--- src/rtl/wb_burst_pkg.sv ---
// Shared types and constants for the Wishbone burst master.
// Holds the FSM state enum, CTI codes and length/CTI helpers.
package wb_burst_pkg;

  typedef enum logic [1:0] {
    IDLE,
    WDATA,
    XFER,
    FIN
  } state_t;

  localparam logic [2:0] CTI_CLASSIC = 3'b000;
  localparam logic [2:0] CTI_INCR    = 3'b010;
  localparam logic [2:0] CTI_EOB     = 3'b111;

  // Zero-length commands run one beat; overlong ones are cut to max_len.
  function automatic logic [7:0] clamp_len(
    input logic [7:0] len,
    input logic [7:0] max_len
  );
    if (len == 8'd0)
      return 8'd1;
    if (len > max_len)
      return max_len;
    return len;
  endfunction

  // CTI for the beat about to be issued, given total length and
  // beats still outstanding (including this one).
  function automatic logic [2:0] beat_cti(
    input logic [7:0] len,
    input logic [7:0] rem
  );
    if (len == 8'd1)
      return CTI_CLASSIC;
    if (rem == 8'd1)
      return CTI_EOB;
    return CTI_INCR;
  endfunction

endpackage

--- src/rtl/wb_burst_master_ack_timer.sv ---
// Ack timer for the Wishbone burst master: module wb_ack_timer.
// Ports: clk, rst_n, stb, ack in; expired out (combinational flag).
module wb_ack_timer #(
  parameter int TIMEOUT_CYC = 255
) (
  input  logic clk,
  input  logic rst_n,
  input  logic stb,
  input  logic ack,
  output logic expired
);

  localparam int W = $clog2(TIMEOUT_CYC + 1);

  logic [W-1:0] cnt;

  // cnt holds the number of completed strobe cycles without ack;
  // the cycle that would make it TIMEOUT_CYC is the expiring one.
  assign expired = stb && !ack
                && (cnt == W'(TIMEOUT_CYC - 1));

  always_ff @(posedge clk or negedge rst_n) begin
    if (!rst_n)
      cnt <= '0;
    else if (!stb || ack)
      cnt <= '0;
    else if (!expired)
      cnt <= cnt + 1'b1;
  end

endmodule

--- src/rtl/wb_burst_master.sv ---
// Wishbone burst master: turns a command + write-data stream into
// incrementing Wishbone bursts and returns read beats.
// Ports: cmd_* command in, wr_* write data in, rd_* read data out,
// done/err completion, wb_* Wishbone master bus.
// Build option WB_TIMEOUT_EN adds an ack timeout (wb_ack_timer).
module wb_burst_master
  import wb_burst_pkg::*;
#(
  parameter int APP_AW      = 26,
  parameter int dw          = 32,
  parameter int MAX_LEN     = 16,
  parameter int TIMEOUT_CYC = 255
) (
  input  logic              wb_clk,
  input  logic              wb_resetn,
  input  logic              cmd_valid,
  output logic              cmd_ready,
  input  logic              cmd_we,
  input  logic [APP_AW-1:0] cmd_addr,
  input  logic [7:0]        cmd_len,
  input  logic              wr_valid,
  output logic              wr_ready,
  input  logic [dw-1:0]     wr_data,
  input  logic [dw/8-1:0]   wr_sel,
  output logic              rd_valid,
  output logic [dw-1:0]     rd_data,
  output logic              rd_last,
  output logic              done,
  output logic              err,
  output logic              wb_cyc,
  output logic              wb_stb,
  output logic              wb_we,
  output logic [APP_AW-1:0] wb_addr,
  output logic [dw-1:0]     wb_dati,
  output logic [dw/8-1:0]   wb_sel,
  output logic [2:0]        wb_cti,
  input  logic              wb_ack,
  input  logic [dw-1:0]     wb_dato
);

  localparam logic [7:0] MAXL = 8'(MAX_LEN);
  localparam logic [APP_AW-1:0] STEP = APP_AW'(dw / 8);

  state_t     state;
  logic       we_q;
  logic [7:0] len_q;
  logic [7:0] rem;
  logic [7:0] cmd_eff;

  assign cmd_eff = clamp_len(cmd_len, MAXL);

`ifdef WB_TIMEOUT_EN
  logic tmo;

  wb_ack_timer #(
    .TIMEOUT_CYC(TIMEOUT_CYC)
  ) u_timer (
    .clk    (wb_clk),
    .rst_n  (wb_resetn),
    .stb    (wb_stb),
    .ack    (wb_ack),
    .expired(tmo)
  );
`else
  assign err = 1'b0;
`endif

  always_ff @(posedge wb_clk or negedge wb_resetn) begin
    if (!wb_resetn) begin
      state     <= IDLE;
      we_q      <= 1'b0;
      len_q     <= '0;
      rem       <= '0;
      cmd_ready <= 1'b0;
      wr_ready  <= 1'b0;
      rd_valid  <= 1'b0;
      rd_data   <= '0;
      rd_last   <= 1'b0;
      done      <= 1'b0;
      wb_cyc    <= 1'b0;
      wb_stb    <= 1'b0;
      wb_we     <= 1'b0;
      wb_addr   <= '0;
      wb_dati   <= '0;
      wb_sel    <= '0;
      wb_cti    <= '0;
`ifdef WB_TIMEOUT_EN
      err       <= 1'b0;
`endif
    end else begin
      rd_valid <= 1'b0;
      rd_last  <= 1'b0;
      done     <= 1'b0;
`ifdef WB_TIMEOUT_EN
      err      <= 1'b0;
`endif
      unique case (state)
        IDLE: begin
          cmd_ready <= 1'b1;
          if (cmd_valid && cmd_ready) begin
            cmd_ready <= 1'b0;
            we_q      <= cmd_we;
            len_q     <= cmd_eff;
            rem       <= cmd_eff;
            wb_addr   <= cmd_addr;
            wb_cyc    <= 1'b1;
            wb_we     <= cmd_we;
            wb_cti    <= beat_cti(cmd_eff, cmd_eff);
            if (cmd_we) begin
              state    <= WDATA;
              wr_ready <= 1'b1;
            end else begin
              state  <= XFER;
              wb_stb <= 1'b1;
              wb_sel <= '1;
            end
          end
        end
        WDATA: begin
          if (wr_valid && wr_ready) begin
            wb_dati  <= wr_data;
            wb_sel   <= wr_sel;
            wr_ready <= 1'b0;
            wb_stb   <= 1'b1;
            state    <= XFER;
          end
        end
        XFER: begin
`ifdef WB_TIMEOUT_EN
          if (tmo) begin
            state  <= FIN;
            wb_cyc <= 1'b0;
            wb_stb <= 1'b0;
            wb_we  <= 1'b0;
            done   <= 1'b1;
            err    <= 1'b1;
          end else
`endif
          if (wb_ack && wb_stb) begin
            wb_addr <= wb_addr + STEP;
            rem     <= rem - 8'd1;
            if (!we_q) begin
              rd_valid <= 1'b1;
              rd_data  <= wb_dato;
              rd_last  <= (rem == 8'd1);
            end
            if (rem == 8'd1) begin
              state  <= FIN;
              wb_cyc <= 1'b0;
              wb_stb <= 1'b0;
              wb_we  <= 1'b0;
              done   <= 1'b1;
            end else begin
              wb_cti <= beat_cti(len_q, rem - 8'd1);
              if (we_q) begin
                wb_stb   <= 1'b0;
                wr_ready <= 1'b1;
                state    <= WDATA;
              end
            end
          end
        end
        FIN: begin
          state     <= IDLE;
          cmd_ready <= 1'b1;
        end
        default: state <= IDLE;
      endcase
    end
  end

endmodule

--- config.mk ---
export PLATFORM = sky130hd
export DESIGN_NAME = wb_burst_master
export DESIGN_NICKNAME = d
export VERILOG_FILES = /design/src/rtl/wb_burst_pkg.sv /design/src/rtl/wb_burst_master_ack_timer.sv /design/src/rtl/wb_burst_master.sv
export SDC_FILE = /design/constraint.sdc
export NUM_CORES = 1
export LEC_CHECK = 0
export ABC_AREA = 1
export CAP_MARGIN = 20
export CORE_UTILIZATION = 35
export CTS_CLUSTER_DIAMETER = 120
export DETAILED_ROUTE_END_ITERATION = 12
export GPL_TIMING_DRIVEN = 1
export HOLD_SLACK_MARGIN = 0.03
export PLACE_DENSITY_LB_ADDON = 0.05
export REMOVE_ABC_BUFFERS = 1
export SETUP_SLACK_MARGIN = 0.02
export SYNTH_ARGS = -nofsm -noshare
export SYNTH_HDL_FRONTEND = slang
export SYNTH_HIERARCHICAL = 1
export SYNTH_SLANG_ARGS = --single-unit
--- constraint.sdc ---
create_clock -name wb_clk -period 4.7 [get_ports wb_clk]
set_clock_uncertainty 0.2 [all_clocks]
set_input_delay 0.705 -clock wb_clk [delete_from_list [all_inputs] [get_ports wb_clk]]
set_output_delay 0.705 -clock wb_clk [all_outputs]
set_load 0.1 [all_outputs]
======== Word-level counts from Yosys, hierarchy flattened ========
Index checks and enable logic that the tools add are counted.
word-level totals
  flip-flop bits (word level) ............. 124
  input port bits ......................... 108
  output and inout bits ................... 106
  logic and storage cells ................. 138
operators by class
  add/sub/neg operators ................... 2
  order comparisons ....................... 1
  equality and inequality tests ........... 16
  multiplexer cells ....................... 82
  bitwise gates (word level) .............. 1
  reduce and logical (&&, ||, !) cells .... 19
operators by type and width
  kind                   count
  $mux 26                2
  $pmux 26 s2            1
  $mux 8                 6
  $mux 1                 44
  $mux 3                 11
  $eq 8x1->1 const B     4
  $add 26x3->26 const B  1
  $ne 2x2->1 const B     8
  $pmux 8 s2             1
  $reduce_and 4->1       4
  $mux 2                 6
  $mux 4                 3
  $gt 8x5->1 const B     1
  $logic_not 8->1        1
  $pmux 2 s4             1
  $pmux 4 s2             1
  $sub 8x1->8 const B    1
  $reduce_and 7->1       1
  $pmux 1 s2             3
  $pmux 1 s3             2
  $pmux 3 s2             1
  $reduce_and 3->1       2
  $reduce_and 6->1       1
  $reduce_bool 2->1      3
  8 further kinds        12

======== Depth between registers and ports, before layout ========
Gate-level depths: netlist (run 1).
  depth after elaboration ................. 16
  gate-level depth with buffers ........... 11
  mapped depth without buffers ............ 10

======== Worst setup path after synthesis (run 1) ========
Ideal clock, no wire load.
  kind .................................... register to register
  start ................................... reg wb_addr[2]
  end ..................................... reg wb_addr[18]
  library setup time ...................... 0.125 ns
  arrival ................................. 2.082 ns
  required time ........................... 4.375 ns
  path slack .............................. 2.292 ns
  cell stages (with the launch flop) ...... 9
  path buffers ............................ 0
  clock period less this slack ............ 2.408 ns
  cells stage by stage .................... dfrtp_1 -> ha_1 -> nand2_2 -> nor2_4 -> nand2_4 -> nor2_8 -> a21oi_1 -> o21ai_0 -> nand2_1
on the way
  cells in the longest elaborated chain, start to end .. 3
ends and longest elaborated chain
  what                    line                    RTL
  start, declared         wb_burst_master.sv:33   output logic [APP_AW-1:0] wb_addr,
  start signal, assigned  wb_burst_master.sv:105  wb_addr <= cmd_addr;
  start signal, assigned  wb_burst_master.sv:140  wb_addr <= wb_addr + STEP;
  $add 26x3->26           wb_burst_master.sv:140
  $mux 26                 wb_burst_master.sv:139  if (wb_ack && wb_stb) begin
  $pmux 26 s2             wb_burst_master.sv:97   unique case (state)
No other way between the ends. The select of a mux whose other input is x is not followed.
A chain may end at the register's enable or synchronous reset.

======== Worst setup path after layout (run 1) ========
  start ................................... reg wb_addr[4]
  end ..................................... out wb_addr[4]
No word-level cell between the ends.

==> results by group, run 1 <==
Die
  • Chip height: roughly 140 um
  • Number of placement rows: 48
  • Die outline area: roughly 18000 um^2
  • Effective utilization at floorplan: a little over a third
  • Die X-Extent: 135 um
  • Area inside the core boundary: 17300 um^2
  • I/O pin total: around 210

Placed design
  • IO Port Bufs: approximately 210
  • Placer Congestion: 0.828
  • Post-DP HPWL: 12700 um

STA
  • Fin crit share: a little under two thirds
  • RSZ-0062 raised after global routing: no
  • Max_slew headroom: 30.2%
  • Worst hold margin: between 0.15 and 0.2 ns
  • Hold violation total from the final report: 0
  • Tmin final: 3.01 ns
  • Number of max-slew violations in the final report: 0
  • Pin slew with the least headroom to its limit: ~1.0 ns
  • Highest Clock Rate: approximately 330 MHz
  • Final setup violation count: 0
  • Setup_tns: 0 ns

Clock tree
  • Resized cells post-CTS: 0
  • Post-CTS setup buffer count: 0
  • Master cell of the clock root buffer: sky130_fd_sc_hd__clkbuf_16
  • Hold-fix buffers at CTS: 0
  • Clock tree buffer depth: 2
  • TritonCTS clock tree: built
  • Clock-pin slew on the worst setup and hold paths: approximately 0.060 ns
  • Deepest level of the CTS H-tree: 4
  • Worst skew pair latency: 0.41 ns
  • Number of clock sinks: 123
  • Inserted Clock Buffers: 17

Critical path
  • Worst-path cell with the longest stage delay: sky130_fd_sc_hd__clkdlybuf4s50_1
  • Largest driver fanout on the critical path: 6
  • Critical Setup Path Class: reg -> out
  • Crit path largest cell delay: between 1 and 1.5 ns
  • Critical path capture point type: output port
  • Element type at the critical path start: register
  • Kind of cell adding the most delay to the critical path: buffers and inverters
  • Required time of the critical path: between 3 and 4 ns
  • Number of buffer and inverter instances along the worst setup path: 1
  • Cell-by-cell trace of the critical path: clkdlybuf4s50_1
  • CP arrival: 2.10 ns
  • R2R cell count: 8
  • CP Depth: 1

Drt
  • Post-DR vias/cell: 4.67
  • Post-detailed-routing wire length: ~17000 um
  • Detailed-routing iteration count for the pre-antenna-repair pass: 4
  • Number of routed nets with antenna violations: 0
  • Iteration-0 DRC Markers: ~250
  • Overall via count from detail_route: between 5000 and 6000
  • Remaining design rule violation count: 0
  • Routed length per placed instance: about 14 um

GRT
  • Number of antenna violations at the first check in global routing: 0
  • Remaining Overflow, GRT: 0
  • Wire length of the first global-routing pass: 27500 um
  • Largest net degree at the start of global routing: 66
  • Vias in the first global route: roughly 5400
  • Overall fraction of global-route tracks in use: 19.4%

Synthesis
  • Cell area after synthesis: around 6200 um^2
  • Synthesized area per cell: approximately 8.4 um^2
  • Main flop type after synthesis: sky130_fd_sc_hd__dfrtp_1
  • Total of warnings raised by yosys: 6
  • Count of unique library cells instantiated by Yosys: 42
  • FFs w/ async S/R, synth: between 90% and 100%
  • Number of enable-type register cells in the synthesized netlist: 0
  • Cell count after synthesis: between 700 and 800
  • Number of flip-flops and latches in the synthesized netlist: 123
  • Part of the Yosys area used for sequential elements: 49.6%

Final layout
  • Share of post-route cells with drive strength above 1: ~12%
  • Area growth from synthesis to layout: 46.6%
  • Final layout net count: roughly 1100
  • Diode count: 0

Status
  • Status: completed

Pwr
  • Pleak: ~4.2 nW
  • VDD IR-drop max: between 0.2 and 0.25 mV
  • Power density over the cells: approximately 280 nW/um^2

Job
  • Max-capacitance violation count: 0

Hold path
  • Class of the tightest hold or removal check: in -> async
[metrics by stage]
stage	utilization [%]	setup WS (ns)	total power [mW]	instance area, um^2	cells
2_1_floorplan	-	1.35	1.11	6060	717
3_3_place_gp	49.1	1.94	1.23	8500	1158
3_5_place_dp	49.1	1.88	1.23	8500	1158
4_1_cts	52.6	1.66	2.56	9100	1190
5_1_grt	52.6	1.64	2.61	9100	1190
6_report	52.6	1.69	2.52	9100	1190
[registers in the layout, indices dropped and copies added, names as in the netlist, 2 cells and up]
name and cells:
wb_addr 26, rem 8, wb_sel 4, state 2, rd_data 32, len_q 8
wb_dati 32, wb_cti 2
[area by class of cell]
class	count	area (um^2)
clock buffer	20	467
clock inverter	12	136
fill	1560	8190
inverter	65	246
multi-input combinational	529	2730
sequential	123	3080
tap	225	282
timing repair buffer	216	2160
[cell usage after synthesis (7+ instances only)]
cell,count,area share (%)
sky130_fd_sc_hd__a21oi_1,10,0.81
sky130_fd_sc_hd__buf_2,13,1.0
sky130_fd_sc_hd__dfrtp_1,123,50
sky130_fd_sc_hd__ha_1,9,1.8
sky130_fd_sc_hd__inv_1,60,3.6
sky130_fd_sc_hd__mux2_2,32,5.8
sky130_fd_sc_hd__nand2_1,256,15
sky130_fd_sc_hd__nand2_2,7,0.71
sky130_fd_sc_hd__nand3_1,41,3.3
sky130_fd_sc_hd__nand4_1,7,0.71
sky130_fd_sc_hd__nor2_1,81,4.9
sky130_fd_sc_hd__o21ai_0,25,2.0
sky130_fd_sc_hd__o21ai_1,12,0.97
[placed cells by master, fill, tap and decap left out, types with 7 or more instances in the layout]
master                              n
sky130_fd_sc_hd__nand2_1          256
sky130_fd_sc_hd__ha_1               9
sky130_fd_sc_hd__o21ai_1           12
sky130_fd_sc_hd__a21oi_1           10
sky130_fd_sc_hd__nand4_1            7
sky130_fd_sc_hd__nor2_1            81
sky130_fd_sc_hd__inv_1             60
sky130_fd_sc_hd__clkbuf_16         17
sky130_fd_sc_hd__mux2_2            32
sky130_fd_sc_hd__nand2_2            7
sky130_fd_sc_hd__dfrtp_1          123
sky130_fd_sc_hd__nand3_1           41
sky130_fd_sc_hd__o21ai_0           25
sky130_fd_sc_hd__clkdlybuf4s50_1  211
[cells by family after synthesis]
kind of cell	count (synthesis)	share of synthesized area (%)
compound gates	68	6.53
xor+xnor	3	0.423
fa+ha+maj	9	1.81
buf+inv	88	6.45
flops	123	49.6
mux	32	5.80
other cells	1	0.0604
simple gates	416	29.4
[where the power goes]
part / internal (mW) / total (mW) / switching, mW
clock: 0.827 / 1.31 / 0.487
combinational: 0.0853 / 0.142 / 0.0568
sequential: 1.06 / 1.06 / 0.00244
total: 1.97 / 2.52 / 0.547
[routing by layer]
layer	global-route usage [%]	vias to the layer above	wire, um
met4	5.68	0	198
met3	4.34	18	968
met5	0	-	0
li1	-	2784	-
met1	25.5	2575	8050
met2	31.9	180	8000
[path summary, 6_finish.rpt]
| kind | from | end | slack (ns) |
|---|---|---|---|
| max | wb_addr[4] | wb_addr[4] | 1.69 |
| min | wb_resetn | rd_data[13] | 0.17 |
| max reg2reg | state[0] | rem[1] | 2.17 |
| min reg2reg | rd_data[0] | rd_data[0] | 0.27 |
| max in group asynchronous | wb_resetn | rem[6] | 3.29 |
| min in group wb_clk | rd_data[0] | rd_data[0] | 0.27 |
No activity file was read; power rests on OpenSTA's default activity.
==> run 2: changes to the inputs <==
Clock period 4.7 ns to 2.5 ns, I/O delays scaled along.
==> run 2 against run 1 <==
Setup slack got worse by 1.4 ns. Design area decreased by 1.5%. Hold slack improved by 0.096 ns. Die area unchanged. Sequential power increased by 89%. Core utilization decreased by 0.80 points. Register-to-register slack got worse by 1.9 ns. Clock power increased by 120%. Count of clock-buffer cells in the layout decreased by 2. Global-route usage increased by 0.16 points. Critical path type is now reg -> reg. Largest power group unchanged.
==> results by group, run 2 (synthesized netlist as in run 1, its figures left out) <==
STA
  • Number of max-slew violations in the final report: 0
  • Final setup violation count: 0
  • Highest Clock Rate: between 400 and 500 MHz
  • Max_slew headroom: approximately 54%
  • Hold violation total from the final report: 0
  • RSZ-0062 raised after global routing: no
  • Pin slew with the least headroom to its limit: approximately 0.7 ns
  • Setup_tns: 0 ns
  • Fin crit share: between 80% and 90%
  • Tmin final: around 2.2 ns

Status
  • Status: completed

Clock tree
  • Clock tree buffer depth: 2
  • Resized cells post-CTS: 0
  • Post-CTS setup buffer count: 0
  • Clock-pin slew on the worst setup and hold paths: 0.06 ns
  • Master cell of the clock root buffer: sky130_fd_sc_hd__clkbuf_16
  • Inserted Clock Buffers: 17
  • Worst skew pair latency: between 0.4 and 0.5 ns
  • Deepest level of the CTS H-tree: 4
  • Hold-fix buffers at CTS: 1
  • TritonCTS clock tree: built
  • Number of clock sinks: about 120

GRT
  • Vias in the first global route: about 5500
  • Overall fraction of global-route tracks in use: between 10% and 20%
  • Largest net degree at the start of global routing: ~120
  • Number of antenna violations at the first check in global routing: 1
  • Wire length of the first global-routing pass: about 28000 um
  • Remaining Overflow, GRT: 0

Final layout
  • Share of post-route cells with drive strength above 1: between 20% and 30%
  • Most common cell after layout, fill and taps aside: sky130_fd_sc_hd__nand2_1
  • Area of all sequential standard cells: around 3100 um^2
  • Post-layout utilization of the core: about half
  • Count of fill cells added during filler insertion: roughly 1600
  • Registers with the most flip-flops: rd_data (32), wb_dati (32), wb_addr (26)
  • Multi-input combinational cell area: roughly 2700 um^2
  • Most frequent cells in the layout: sky130_fd_sc_hd__nand2_1 (256), sky130_fd_sc_hd__dfrtp_1 (123), sky130_fd_sc_hd__buf_4 (114)
  • Area growth from synthesis to layout: 44.4%
  • Final layout net count: around 1100

Drt
  • Overall via count from detail_route: 5530
  • Post-detailed-routing wire length: 17400 um
  • Post-DR vias/cell: roughly 4.6
  • Routed length per placed instance: 14.5 um
  • Remaining design rule violation count: 0
  • Number of routed nets with antenna violations: 0
  • Detailed-routing iteration count for the pre-antenna-repair pass: 5
  • Iteration-0 DRC Markers: about 250

Placed design
  • Post-DP HPWL: between 10000 and 15000 um
  • IO Port Bufs: ~210
  • Placer Congestion: around 0.85

Job
  • Max-capacitance violation count: 0

Die
  • I/O pin total: 214
  • Die outline area: about 18000 um^2
  • Area inside the core boundary: around 17000 um^2
  • Effective utilization at floorplan: 35.9%
  • Die X-Extent: 135 um
  • Number of placement rows: 48
  • Chip height: approximately 140 um

Pwr
  • Pleak: 4.49 nW
  • Net switching fraction of the power: about a fifth
  • Part of the total power dissipated in sequential elements: 39.2%
  • Clock share of power: a little under three fifths
  • Power density over the cells: about 570 nW/um^2
  • Comb pwr share: between 5 and 6%
  • VDD IR-drop max: between 0.4 and 0.5 mV
  • Internal: between 4 and 5 mW
  • Net switching component of the power: between 1 and 1.5 mW

Critical path
  • Critical path capture point type: register
  • Required time of the critical path: 2.65 ns
  • Critical Setup Path Class: reg -> reg
  • CP arrival: around 2.4 ns
  • Largest driver fanout on the critical path: 14
  • Element type at the critical path start: register

Hold path
  • Class of the tightest hold or removal check: reg -> reg
==> run 2: changes by cell type in the layout (fill, tap and decap cells not counted) <==
cell,previous run,this run
sky130_fd_sc_hd__buf_4,4,114
sky130_fd_sc_hd__clkdlybuf4s50_1,211,106
sky130_fd_sc_hd__bufinv_16,2,6
sky130_fd_sc_hd__clkbuf_8,3,1
sky130_fd_sc_hd__clkinvlp_4,3,1
sky130_fd_sc_hd__clkinv_2,2,1
sky130_fd_sc_hd__diode_2,0,1
sky130_fd_sc_hd__dlygate4sd3_1,0,1
sky130_fd_sc_hd__inv_6,3,2
sky130_fd_sc_hd__inv_8,0,1
==> run 2: final timing paths <==
path                                to  cells past startpoint  startpoint  slack (ns)
setup / recovery             wb_cti[0]                      9    state[0]        0.30
hold / removal                len_q[7]                      2    len_q[7]        0.27
setup reg to reg             wb_cti[0]                      9    state[0]        0.30
hold reg to reg               len_q[7]                      2    len_q[7]        0.27
max in group asynchronous         we_q                      3   wb_resetn        1.18
min in group asynchronous  rd_data[13]                      3   wb_resetn        0.41
==> run 2: critical path: stages (launching register included) <==
cell and delay, ns:
sky130_fd_sc_hd__dfrtp_1 0.40, sky130_fd_sc_hd__inv_1 0.13, sky130_fd_sc_hd__ha_1 0.37, sky130_fd_sc_hd__inv_2 0.19, sky130_fd_sc_hd__buf_4 0.24, sky130_fd_sc_hd__nor2_1 0.17
sky130_fd_sc_hd__nand3_1 0.09, sky130_fd_sc_hd__nor2_1 0.14, sky130_fd_sc_hd__nand4_1 0.12, sky130_fd_sc_hd__nand2_1 0.08
==> run 2: routing by layer <==
layer,vias up,wire length (um),track usage (%)
met5,-,0,0
met4,0,174,5.87
met3,12,1090,5.01
met2,173,7990,30.7
met1,2558,8140,26.5
li1,2787,-,-
==> run 2: through the flow <==
step	cells	worst slack, ns	instance area, um^2	hold WS [ns]	total power [mW]
3_5_place_dp	1163	0.316	8270	0.254	2.30
2_1_floorplan	717	-0.854	6060	-0.121	2.08
4_1_cts	1195	0.295	8960	0.270	5.16
3_3_place_gp	1163	0.313	8270	0.253	2.30
6_report	1196	0.298	8960	0.266	5.09
5_1_grt	1195	0.105	8960	0.295	5.27
==> run 2: power groups by stage <==
stage | registers, mW | clock network, mW | logic (mW)
final | 2.00 | 2.83 | 0.268
after global routing | 2.00 | 2.98 | 0.290
after CTS | 2.00 | 2.89 | 0.274
after detailed placement | 2.03 | 0 | 0.270
after global placement | 2.03 | 0 | 0.268
after floorplan | 2.05 | 0 | 0.0274
==> run 2: area by class of cell <==
cell class | instances | area share [%]
multi-input combinational | 529 | 30.5
clock buffer | 18 | 4.90
tap | 225 | 3.14
inverter | 65 | 2.75
sequential | 123 | 34.3
antenna | 1 | 0.0279
timing repair buffer | 222 | 21.7
clock inverter | 13 | 2.67
==> run 3: changes to the inputs <==
==> constraint.sdc (replaced) <==
create_clock -name wb_clk -period 2.2 [get_ports wb_clk]
set_clock_uncertainty 0.2 [all_clocks]
set_input_delay 0.22 -clock wb_clk [delete_from_list [all_inputs] [get_ports wb_clk]]
set_output_delay 0.22 -clock wb_clk [all_outputs]
set_load 0.1 [all_outputs]
==> run 3 against run 2 <==
Wire length up 1.7%. First-iteration DRC count down 12%. Via count up 1.4%. Critical path type unchanged.
==> results by group, run 3 (synthesized netlist as in run 1, its figures left out) <==
GRT
  • Vias in the first global route: 5404
  • Largest net degree at the start of global routing: between 40 and 50
  • Number of antenna violations at the first check in global routing: 0
  • Overall fraction of global-route tracks in use: approximately a fifth
  • Remaining Overflow, GRT: 0
  • Wire length of the first global-routing pass: roughly 27000 um

Die
  • I/O pin total: between 200 and 250
  • Number of placement rows: between 40 and 50
  • Chip height: 135 um
  • Effective utilization at floorplan: 35.9%
  • Die X-Extent: between 100 and 150 um
  • Die outline area: 18300 um^2
  • Area inside the core boundary: between 15000 and 20000 um^2

Critical path
  • Required time of the critical path: 2.33 ns
  • CP arrival: between 2 and 2.5 ns
  • Slack of the worst reg-to-reg path: between 0.1 and 0.15 ns
  • R2R cell count: 8
  • Top cell by count, worst path: sky130_fd_sc_hd__nand2_4
  • Worst-path cell with the longest stage delay: sky130_fd_sc_hd__dfrtp_1
  • Largest driver fanout on the critical path: 12
  • R2R Path End: wb_addr[7]
  • Critical path capture point type: register
  • Launching element of the worst setup path: state[0]
  • Launch point of the worst reg-to-reg path: state[0]
  • Critical Setup Path Class: reg -> reg
  • Crit path largest cell delay: about 0.38 ns
  • Element type at the critical path start: register
  • Cell-by-cell trace of the critical path: inv_1, ha_1, nand2_4, nand2_4, nor2_4, buf_4, o21ai_0, o22ai_1
  • End of the critical path: wb_addr[7]

Clock tree
  • Master cell of the clock root buffer: sky130_fd_sc_hd__clkbuf_16
  • Worst skew pair latency: 0.42 ns
  • Number of clock sinks: 123
  • Clock-pin slew on the worst setup and hold paths: 0.06 ns
  • Post-CTS setup buffer count: 0
  • TritonCTS clock tree: built
  • Clock tree buffer depth: 2
  • Deepest level of the CTS H-tree: 4
  • Inserted Clock Buffers: 17

Pwr
  • Final Power: around 5.4 mW
  • VDD IR-drop max: roughly 0.5 mV
  • Pleak: between 4 and 5 nW
  • Power density over the cells: just over 600 nW/um^2

STA
  • Hold violation total from the final report: 0
  • Fin crit share: between 90% and 100%
  • Tmin final: slightly above 2 ns
  • RSZ-0062 raised after global routing: yes
  • Pin slew with the least headroom to its limit: between 0.5 and 0.6 ns
  • Number of max-slew violations in the final report: 0
  • Final setup violation count: 0
  • Worst-case setup margin in the final layout: 0.150 ns
  • Max_slew headroom: 63.5%
  • Highest Clock Rate: 488 MHz

Placed design
  • Placer Congestion: approximately 0.84
  • IO Port Bufs: between 200 and 250
  • Placed Cells incl. Taps: about 1200
  • Post-DP HPWL: roughly 13000 um
  • Setup slack at placement: between 0.07 and 0.08 ns
  • Total placed instance area: 8330 um^2

Status
  • Status: completed

Drt
  • Iteration-0 DRC Markers: approximately 220
  • Overall via count from detail_route: 5608
  • Remaining design rule violation count: 0
  • Post-DR vias/cell: around 4.7
  • Number of routed nets with antenna violations: 0
  • Routed length per placed instance: 14.7 um
  • Detailed-routing iteration count for the pre-antenna-repair pass: 4
  • Post-detailed-routing wire length: between 15000 and 20000 um

Final layout
  • Count of placed standard cells in the final layout, fillers left out: 1200
  • Area of all sequential standard cells: ~3100 um^2
  • Registers with the most flip-flops: rd_data (32), wb_dati (32), wb_addr (26)
  • Share of post-route cells with drive strength above 1: a little under a quarter
  • Area growth from synthesis to layout: 44.0%
  • Most frequent cells in the layout: sky130_fd_sc_hd__nand2_1 (256), sky130_fd_sc_hd__dfrtp_1 (123), sky130_fd_sc_hd__buf_4 (116)
  • Diode count: 0
  • Multi-input combinational cell area: approximately 2700 um^2
  • Most common cell after layout, fill and taps aside: sky130_fd_sc_hd__nand2_1
  • Count of fill cells added during filler insertion: 1638
  • Final layout net count: between 1000 and 1500
  • Finished layout cell area: slightly below 9000 um^2

Job
  • Max-capacitance violation count: 0

Hold path
  • Class of the tightest hold or removal check: in -> async
run 3: cell type report:
cell class              instances  share of cell area (%)
clock buffers                  18                    4.91
clock inverters                14                    1.78
inverters                      65                    2.76
multi-input cells             529                    30.6
flip-flops and latches        123                    34.4
well taps                     225                    3.15
repair buffers                226                    22.4
run 3: per-layer routing:
metal | global-route usage [%] | part of all wire (%) | wire, um | vias to the layer above
met4 | 7.87 | 1.8 | 314 | 0
met3 | 3.82 | 6.5 | 1150 | 20
li1 | - | - | - | 2795
met1 | 25.2 | 46 | 8060 | 2601
met5 | 0 | 0 | 0 | -
met2 | 32.2 | 46 | 8160 | 192
run 3: critical path, delay by kind of cell, from the launching register on:
family                     cells  cell delay, ns
and+or+nand+nor                3            0.41
buffers and inverters          2            0.34
adders and majority gates      1            0.35
AOI/OAI and AO/OA              2            0.27
DFF                            1            0.38
run 3: what timing repair did:
action                                  CTS  global route
gates resized for setup                   0             1
hold endpoints to repair                 98             0
hold buffers                              1             0
endpoints found under the setup margin    0            42
run 3: worst min-delay path by stage:
stage | endpoint | cells past startpoint
floorplan | cmd_ready | 0
detailed placement | rd_data[13] | 1
global route | rd_data[21] | 3
global placement | rd_data[18] | 1
finish | rd_data[18] | 2
CTS | rd_data[18] | 2
run 3: power by group:
part / switching (mW) / internal [mW] / total, mW
sequential: 0.00484 / 2.27 / 2.27
clock: 1.10 / 1.72 / 2.82
combinational: 0.126 / 0.186 / 0.312
run 3: per-stage QoR:
stage          hold slack (ns)  TNS (ns)  util (%)
2_1_floorplan           -0.276    -65.02         -
3_3_place_gp            0.0126         0      48.2
5_1_grt                  0.136         0      51.7
3_5_place_dp            0.0270         0      48.2
6_report                 0.121         0      51.7
4_1_cts                  0.124         0      51.7
